<file path="src/rtl/cmos_capture_sched.sv">
// cmos_capture_sched
//   Frame-capture scheduler. Aligns capture to vsync, buffers the 16-bit pixel
//   stream in a 2*BURST_LEN FIFO, cuts it into addressed write bursts and
//   rotates frame buffers so the reader always sees the last complete frame.
//
// Ports
//   clk, rst                    pixel clock, async active-high reset
//   cap_en, cap_single          capture enable (level), stop after one good frame
//   vs_i, de_i, pdata_i         camera vsync, pixel valid, RGB565 pixel
//   wr_req/wr_addr/wr_len/wr_ack    burst request handshake (len = pixels - 1)
//   wr_valid/wr_ready/wr_data       burst data handshake
//   rd_buf                      last complete frame buffer index
//   frame_done, frame_err       one-cycle commit / discard pulses
//   ovf, busy                   sticky FIFO overflow, FSM not idle
//
// Build option
//   CAP_TRIPLE_BUF_EN  defined: three rotating buffers; undefined: ping-pong.
module cmos_capture_sched #(
    parameter int unsigned H_ACT     = 1024,
    parameter int unsigned V_ACT     = 768,
    parameter int unsigned BURST_LEN = 64,
    parameter int unsigned ADDR_W    = 28,
    parameter logic [31:0] FB_BASE   = 32'h0000_0000,
    parameter logic [31:0] FB_STRIDE = 32'h0020_0000
) (
    input  logic              clk,
    input  logic              rst,
    input  logic              cap_en,
    input  logic              cap_single,
    input  logic              vs_i,
    input  logic              de_i,
    input  logic [15:0]       pdata_i,
    output logic              wr_req,
    output logic [ADDR_W-1:0] wr_addr,
    output logic [7:0]        wr_len,
    input  logic              wr_ack,
    output logic              wr_valid,
    input  logic              wr_ready,
    output logic [15:0]       wr_data,
    output logic [1:0]        rd_buf,
    output logic              frame_done,
    output logic              frame_err,
    output logic              ovf,
    output logic              busy
);
    localparam int unsigned FRAME_PIX = H_ACT * V_ACT;
    localparam int unsigned DEPTH     = 2 * BURST_LEN;
    localparam int unsigned PTR_W     = $clog2(DEPTH);
    localparam int unsigned LVL_W     = PTR_W + 1;
    localparam int unsigned PIX_W     = $clog2(FRAME_PIX + 2);

    typedef enum logic [2:0] {StIdle, StWaitVs, StActive, StFlush, StCommit} state_e;
    state_e state_q, state_d;

    logic              vs_q, vs_rise_q;
    logic [15:0]       mem_q [DEPTH];
    logic [PTR_W-1:0]  wptr_q, rptr_q, rd_idx;
    logic [LVL_W-1:0]  level_q;
    logic [PIX_W-1:0]  pix_cnt_q;
    logic [ADDR_W-1:0] burst_cnt_q, req_addr;
    logic [7:0]        beats_left_q, req_len;
    logic              wr_req_q, wr_valid_q;
    logic [15:0]       wr_data_q;
    logic [ADDR_W-1:0] wr_addr_q;
    logic [7:0]        wr_len_q;
    logic [1:0]        wr_buf_q, rd_buf_q, wr_buf_nxt;
    logic              done_q, err_q, ovf_q, frame_ovf_q, single_q, hold_q;
    logic              in_frame_pix, full, push, drop, beat, last_beat, ack;
    logic              fifo_clr, can_req, flush_done, frame_good;

    assign in_frame_pix = (state_q == StActive) && de_i && (pix_cnt_q < PIX_W'(FRAME_PIX));
    assign full         = (level_q == LVL_W'(DEPTH));
    assign push         = in_frame_pix && !full;
    assign drop         = in_frame_pix && full;
    assign ack          = wr_req_q && wr_ack;
    assign beat         = wr_valid_q && wr_ready;
    assign last_beat    = beat && (beats_left_q == 8'd0);
    assign fifo_clr     = (state_q == StWaitVs) && vs_rise_q;
    assign flush_done   = (state_q == StFlush) && (level_q == '0) && !wr_req_q && !wr_valid_q;
    assign frame_good   = (pix_cnt_q == PIX_W'(FRAME_PIX)) && !frame_ovf_q;
    // Output register preloads the word after the one being handed over.
    assign rd_idx       = beat ? rptr_q + PTR_W'(1) : rptr_q;

    // Full bursts any time capture is running; a partial remainder only in FLUSH.
    assign can_req = !wr_req_q && !wr_valid_q &&
                     (((state_q == StActive || state_q == StFlush) &&
                       level_q >= LVL_W'(BURST_LEN)) ||
                      (state_q == StFlush && level_q != '0));
    assign req_len  = (level_q >= LVL_W'(BURST_LEN)) ? 8'(BURST_LEN - 1)
                                                     : 8'(level_q - LVL_W'(1));
    assign req_addr = ADDR_W'(FB_BASE) + ADDR_W'(wr_buf_q) * ADDR_W'(FB_STRIDE) +
                      burst_cnt_q * ADDR_W'(BURST_LEN * 2);

`ifdef CAP_TRIPLE_BUF_EN
    // rd_buf takes the old wr_buf at commit, so wr_buf+1 mod 3 never lands on it.
    assign wr_buf_nxt = (wr_buf_q == 2'd2) ? 2'd0 : wr_buf_q + 2'd1;
`else
    // Bit 1 never leaves 0, so rd_buf[1] is constant 0.
    assign wr_buf_nxt = {1'b0, ~wr_buf_q[0]};
`endif

    always_comb begin
        state_d = state_q;
        unique case (state_q)
            StIdle:   if (cap_en && !hold_q) state_d = StWaitVs;
            StWaitVs: if (vs_rise_q) state_d = StActive;
            StActive: if (vs_rise_q) state_d = StFlush;
            StFlush:  if (flush_done) state_d = StCommit;
            StCommit: begin
                if (cap_en && !(single_q && done_q)) state_d = StWaitVs;
                else                                 state_d = StIdle;
            end
            default:  state_d = StIdle;
        endcase
    end

    always_ff @(posedge clk or posedge rst) begin
        if (rst) state_q <= StIdle;
        else     state_q <= state_d;
    end

    always_ff @(posedge clk) begin
        if (push) mem_q[wptr_q] <= pdata_i;
    end

    always_ff @(posedge clk or posedge rst) begin
        if (rst) begin
            vs_q         <= 1'b0;
            vs_rise_q    <= 1'b0;
            wptr_q       <= '0;
            rptr_q       <= '0;
            level_q      <= '0;
            pix_cnt_q    <= '0;
            burst_cnt_q  <= '0;
            beats_left_q <= '0;
            wr_req_q     <= 1'b0;
            wr_addr_q    <= '0;
            wr_len_q     <= '0;
            wr_valid_q   <= 1'b0;
            wr_data_q    <= '0;
            wr_buf_q     <= '0;
            rd_buf_q     <= '0;
            done_q       <= 1'b0;
            err_q        <= 1'b0;
            ovf_q        <= 1'b0;
            frame_ovf_q  <= 1'b0;
            single_q     <= 1'b0;
            hold_q       <= 1'b0;
        end else begin
            vs_q      <= vs_i;
            vs_rise_q <= vs_i && !vs_q;

            if (fifo_clr) begin
                wptr_q      <= '0;
                rptr_q      <= '0;
                level_q     <= '0;
                pix_cnt_q   <= '0;
                burst_cnt_q <= '0;
                frame_ovf_q <= 1'b0;
            end else begin
                if (push) wptr_q <= wptr_q + PTR_W'(1);
                if (beat) rptr_q <= rptr_q + PTR_W'(1);
                if (push && !beat)      level_q <= level_q + LVL_W'(1);
                else if (!push && beat) level_q <= level_q - LVL_W'(1);
                // Saturate one past a full frame: enough to mark it too long.
                if (state_q == StActive && de_i && pix_cnt_q != PIX_W'(FRAME_PIX + 1)) begin
                    pix_cnt_q <= pix_cnt_q + PIX_W'(1);
                end
                if (last_beat) burst_cnt_q <= burst_cnt_q + ADDR_W'(1);
                if (drop)      frame_ovf_q <= 1'b1;
            end

            if (can_req) begin
                wr_req_q  <= 1'b1;
                wr_addr_q <= req_addr;
                wr_len_q  <= req_len;
            end else if (ack) begin
                wr_req_q <= 1'b0;
            end

            if (ack) begin
                wr_valid_q   <= 1'b1;
                beats_left_q <= wr_len_q;
            end else if (beat) begin
                if (beats_left_q == 8'd0) wr_valid_q <= 1'b0;
                else                      beats_left_q <= beats_left_q - 8'd1;
            end
            if (ack || (beat && !last_beat)) wr_data_q <= mem_q[rd_idx];

            if (drop) ovf_q <= 1'b1;
            else if (state_q == StIdle && state_d == StWaitVs) ovf_q <= 1'b0;
            if (state_q == StIdle && state_d == StWaitVs) single_q <= cap_single;

            // Commit is decided on entry so the pulse and rd_buf change line up.
            done_q <= flush_done && frame_good;
            err_q  <= flush_done && !frame_good;
            if (flush_done && frame_good) begin
                rd_buf_q <= wr_buf_q;
                wr_buf_q <= wr_buf_nxt;
            end

            // A single-shot capture stays parked until cap_en is released.
            if (!cap_en) hold_q <= 1'b0;
            else if (state_q == StCommit && single_q && done_q) hold_q <= 1'b1;
        end
    end

    assign wr_req     = wr_req_q;
    assign wr_addr    = wr_addr_q;
    assign wr_len     = wr_len_q;
    assign wr_valid   = wr_valid_q;
    assign wr_data    = wr_data_q;
    assign rd_buf     = rd_buf_q;
    assign frame_done = done_q;
    assign frame_err  = err_q;
    assign ovf        = ovf_q;
    assign busy       = (state_q != StIdle);

endmodule

</file>
<file path="config.mk">
export PLATFORM = sky130hd
export DESIGN_NAME = cmos_capture_sched
export DESIGN_NICKNAME = d
export VERILOG_FILES = /design/src/rtl/cmos_capture_sched.sv
export SDC_FILE = /design/constraint.sdc
export NUM_CORES = 2
export LEC_CHECK = 0
export CORE_ASPECT_RATIO = 1.75
export CORE_MARGIN = 1.5
export CORE_UTILIZATION = 30
export CTS_CLUSTER_DIAMETER = 30
export CTS_CLUSTER_SIZE = 28
export DETAILED_ROUTE_END_ITERATION = 12
export PLACE_DENSITY = 0.55
export SYNTH_ARGS = -nofsm -noshare
export SYNTH_HDL_FRONTEND = slang
export SYNTH_SLANG_ARGS = --single-unit
</file>
<file path="constraint.sdc">
create_clock -name clk -period 4.3 [get_ports clk]
set_input_delay 0.43 -clock clk [delete_from_list [all_inputs] [get_ports clk]]
set_output_delay 0.43 -clock clk [all_outputs]
set_load 0.02 [all_outputs]
</file>
; Word level (Yosys, flattened, before mapping)
; Memory sizes are Yosys's and may differ from the RTL's. A register that Yosys moved wholly into a read port is not among the register bits.
; Index checks and enable logic that the tools add are counted.
[totals]
n_memories = 1
output_inout_bits = 60
mem_bits_rw = 2048
input_bits = 24
regBits = 129
wordCells = 136
[mem_list]
columns = memory, depth, width, read_ports, rd_ports_with_merged_regs, wr, line_no
row1 = mem_q, 128, 16, 1, 1, 1, 56  ; logic [15:0] mem_q [DEPTH];
[classes]
muxes = 34
bitwise_logic = 1
magnitude_cmp = 2
add_sub_neg = 8
reduce_logical = 59
eq_ne = 10
[ops]
columns = operator, count
row1 = 2-to-1 mux 28 bit, 2
row2 = 2-to-1 mux 8 bit, 7
row3 = 2-to-1 mux 20 bit, 2
row4 = logical AND 1 bit, 29
row5 = adder 22 x 28 -> 28 bit, 1
row6 = adder 28 x 1 -> 28 bit (second input constant), 1
row7 = 2-to-1 mux 7 bit, 4
row8 = adder 20 x 1 -> 20 bit (second input constant), 1
row9 = equality test 20 bit (second input constant), 1
row10 = < comparator 20 bit (second input constant), 1
row11 = inequality test 20 bit (second input constant), 1
row12 = zero test 8 bit, 2
row13 = nonzero test 2 bit, 8
row14 = subtractor 8 x 1 -> 8 bit (second input constant), 2
row15 = one-hot mux 3 bit (5 select lines), 1
row16 = adder 7 x 1 -> 7 bit (second input constant), 2
row17 = 2-to-1 mux 1 bit, 14
row18 = 2-to-1 mux 3 bit, 4
row19 = zero test 1 bit, 11
row20 = adder 8 x 1 -> 8 bit (second input constant), 1
row21 = equality test 8 bit (second input constant), 1
row22 = >= comparator 8 x 7 -> 1 bit (second input constant), 1
row23 = nonzero test 8 bit, 1
row24 = equality test 3 x 1 -> 1 bit (second input constant), 2
row25 = 9 further kinds, 14

; Depth between registers and ports, before layout
[depth]
word_depth = 10
depth_mapped = 14

; Worst setup path before layout
; No wires, ideal clock.
[synth_timing]
kind = reg-to-reg
start = register level_q[0]
end = memory mem_q[107][0] (enable)
setup_slack_ns = 1.287
arrival_time_ns = 2.624
synth_period_minus_slack_ns = 3.013
n_path_buf = 2
setup_ns = 0.389
path_stages_with_launch = 11
t_required_ns = 3.911
cell_sequence = dfrtp_1 > inv_1 > ha_1 > nor3b_1 > nand4b_1 > nand2b_1 > buf_2 > nor2_1 > nand3_1 > clkbuf_1 > nor2_1
[synth_between]
elab_chain_len = 5
[synth_lines]
columns = element, line_no
row1 = start: declaration, 58  ; logic [LVL_W-1:0] level_q;
row2 = start signal: assignment, 163  ; if (push && !beat) level_q <= level_q + LVL_W'(1);
row3 = start signal: assignment, 164  ; else if (!push && beat) level_q <= level_q - LVL_W'(1);
row4 = equality test 8 bit, 72  ; assign full = (level_q == LVL_W'(DEPTH));
row5 = zero test 1 bit, 73  ; assign push = in_frame_pix && !full;
row6 = logical AND 1 bit, 73
row7 = 2-to-1 mux 1 bit, 123  ; if (push) mem_q[wptr_q] <= pdata_i;
row8 = 2-to-1 mux 1 bit (implied by the code), 123
row9 = end: declaration, 56
; Every way passes these cells.

; Final worst setup path
[layout_timing]
start = register rptr_q[0]
end = register wr_data_q[10], in the netlist wr_data[10] (read register of mem_q)
[layout_between]
elab_chain_len = 2
[layout_lines]
columns = element, line_no
row1 = start: declaration, 57  ; logic [PTR_W-1:0] wptr_q, rptr_q, rd_idx;
row2 = start signal: assignment, 162  ; if (beat) rptr_q <= rptr_q + PTR_W'(1);
row3 = adder 7 x 1 -> 7 bit, 82  ; assign rd_idx = beat ? rptr_q + PTR_W'(1) : rptr_q;
row4 = 2-to-1 mux 7 bit *, -
row5 = end: declaration, 63  ; logic [15:0] wr_data_q;
; Every way passes the cells marked *; elsewhere a longest branch is shown, timed or not.
; A chain may end at the register's enable or synchronous reset.

==> impl_metrics.json <==
{
  "post-cts-setup-buffer-count": 0,
  "drt-initial-drc-count": 4630,
  "syn_inst": 5205,
  "hold_start": "pdata_i[9]",
  "insertion_delay_ns": 0.91,
  "antenna_left": 0,
  "period_needed_ns": 4.210,
  "place.gp.congestion": 0.9032,
  "antenna_found_initial": 11,
  "clk_pin_slew_worst_paths_ns": 0.07,
  "slew_viol_final": 0,
  "outcome": "complete, no violations",
  "cts.htree.levels": 4,
  "power_density_mw_per_mm2": 669.8,
  "crit_fanout": 16,
  "cp_top_family": "simple AND/OR/NAND/NOR gates",
  "drive_gt1_share_pct": 20.43,
  "skew_ns": 0.08926,
  "grt_pass1_vias": 51290,
  "total_power_mw": 68.39,
  "place_inst": 9228,
  "r2r-end": "wr_data[10]",
  "min_to": "mem_q[28][9]",
  "wl_mm": 263.0,
  "via_per_inst": 5.210,
  "layout_common_cells": "2048 x edfxtp_1, 699 x nand2_1, 456 x buf_4",
  "grt_max_degree": 129,
  "avgSynthCellArea_um2": 16.42,
  "grt_setup_unrepaired": "false",
  "async_flop_share_pct": 6.012,
  "grt_pass1_wl_mm": 373.7,
  "drcViolationCount": 0,
  "post-place-ws_ns": -0.3290,
  "ys_types": 71,
  "nets": 5725,
  "io_buffers": 75,
  "critical_path.max_stage_delay_ns": 0.63,
  "final_cells": 9677,
  "finalHoldViolations": 0,
  "cp_num_buf_inv": 5,
  "numCtsBuffers": 237,
  "die_area_mm2": 0.2883,
  "ir_worst_vdd_mv": 0.5921,
  "setup_ws_ns": 0.09031,
  "final_common_cell": "edfxtp_1",
  "setup_violations": 0,
  "ys_ff_latch": 2179,
  "die_h_um": 709.1,
  "synth-edff-count": 2048,
  "ios": 84,
  "endpoint_kind": "flop",
  "crit_path_start_kind": "flop",
  "yosysWarnings": 0,
  "drv_cap": 0,
  "min_period_over_period_pct": 97.90,
  "initial_core_util_pct": 30.11,
  "crit_chain": "buf_4 > and3b_1 > nor2_8 > buf_12 > buf_4 > mux4_2 > mux2i_1 > o22ai_1 > buf_4 > nor3_1 > buf_4 > nand4_1",
  "drtPass1Iterations": 5,
  "regToRegSetupSlack_ns": 0.09,
  "worst_slew_pin_slew_ns": 1.187,
  "cts_tree": "yes",
  "cts_root_buffer": "clkbuf_16",
  "r2r-start": "rptr_q[0]",
  "reg2regPathDepth": 12,
  "ys_seq_area_share_pct": 75.78,
  "max_freq_mhz": 237.5,
  "crit_slowest_cell": "nor3_1",
  "worst_hold_path_type": "in2reg",
  "worstPathRequired_ns": 5.00,
  "leakage_nw": 33.60,
  "arrival_ns": 4.91,
  "fp-row-count": 259,
  "min_path_cells": 2,
  "grtUsageTotal_pct": 17.96,
  "wire_per_inst_um": 27.18,
  "hold_ws_ns": 0.09471,
  "netlist_area_mm2": 0.08548,
  "dp_hpwl_mm": 172.8,
  "area_delta_synth_final_pct": 19.45,
  "num_vias": 50414,
  "gr-total-overflow": 0,
  "setup_tns_ns": 0,
  "postPlaceCellArea_mm2": 0.09376,
  "final_cell_area_mm2": 0.1021,
  "crit_type": "reg2reg",
  "fillers": 26799,
  "die-width_um": 406.5,
  "cpMostUsedCell": "buf_4",
  "cts.sinks": 2179,
  "yosys_most_used_dff": "edfxtp_1",
  "fin_util_pct": 35.97,
  "coreArea_mm2": 0.2839,
  "clockBufferDepth": 4,
  "slew_headroom_pct": 19.88
}
[synth_stat cells (all sizes together) (5+ instances only)]
cell type	count	area share, %
a31oi	51	0.38
and2	10	0.073
a211oi	45	0.41
or4	5	0.044
dfrtp	131	3.8
o21a	5	0.044
nor2	318	1.4
o21ai	100	0.59
nor4	7	0.051
mux2	17	0.22
o221ai	30	0.31
and4	5	0.051
nor2b	6	0.044
xor2	43	0.44
a21oi	48	0.28
o311ai	14	0.14
ha	12	0.18
a221oi	90	0.92
nand4	50	0.37
nor3	119	0.70
or3	6	0.044
a221o	14	0.16
a32oi	15	0.15
a22oi	28	0.25
and3	51	0.37
nand3	134	0.80
clkbuf	151	0.66
a311oi	122	1.3
edfxtp	2048	72
buf	199	1.5
nand2	703	3.1
o22ai	207	1.5
mux2i	133	1.6
inv	14	0.061
xnor2	29	0.30
mux4	207	5.5
a21o	5	0.044
[sequential cells by signal, indices dropped and copies added, names as in the netlist, 3 cells and up]
register	count
state_q	3
wr_len	8
beats_left_q	8
wptr_q	7
rptr_q	7
pix_cnt_q	20
mem_q	2048
wr_data	16
burst_cnt_q	21
wr_addr	21
level_q	8
[routing by layer]
metal,GRT usage [%],share of wire [%]
met5,0,0.010
met4,11.47,7.4
met3,2.366,5.1
met1,19.09,34
met2,33.09,53
[power by group]
part | total [mW] | switching, mW | internal [mW]
clock | 21.1 | 9.59 | 11.6
combinational | 23.2 | 14.6 | 8.64
sequential | 24.1 | 0.563 | 23.5
total | 68.4 | 24.7 | 43.7
[timing repair]
item                       in CTS  in global routing
setup endpoints to repair       1                  3
hold endpoints to repair       81                  0
gates resized for setup         1                  2
pin swaps                       0                  0
hold buffers                    6                  0
[layout make-up]
| cell class | instances | area (um2) | share of cell area, % |
|---|---|---|---|
| Antenna cell | 6 | 15.01 | 0.01470 |
| Clock buffer | 249 | 6082 | 5.957 |
| Clock inverter | 188 | 2171 | 2.126 |
| Inverter | 14 | 57.56 | 0.05637 |
| Multi-Input combinational cell | 2669 | 18970 | 18.57 |
| Sequential cell | 2179 | 64780 | 63.44 |
| Tap cell | 3784 | 4735 | 4.637 |
| Timing Repair Buffer | 588 | 5301 | 5.192 |
[logic make-up (layout without fill, tap and decap cells)]
kind of cell / after synthesis / after routing / synth area share, %
other cells: 1 / 14 / 0.004387
simple gates: 1430 / 1430 / 7.231
compound gates: 790 / 790 / 6.622
mux: 357 / 357 / 7.236
fa+ha+maj: 12 / 12 / 0.1757
flops: 2179 / 2179 / 75.78
xor+xnor: 72 / 72 / 0.7378
buf+inv: 364 / 1039 / 2.209
[worst max path at each step]
stage	endpoint	cells after the start	from	slack, ns
floorplan	beats_left_q[0]	1	rst	0.37
global placement	wr_data[12]	12	wr_ready	-0.57
detailed placement	wr_data[3]	12	wr_ready	-0.33
CTS	wr_data[10]	12	rptr_q[1]	0.1
global route	wr_data[10]	12	rptr_q[0]	0.07
finish	wr_data[10]	12	rptr_q[0]	0.09
(Power assumes the default switching activity.)
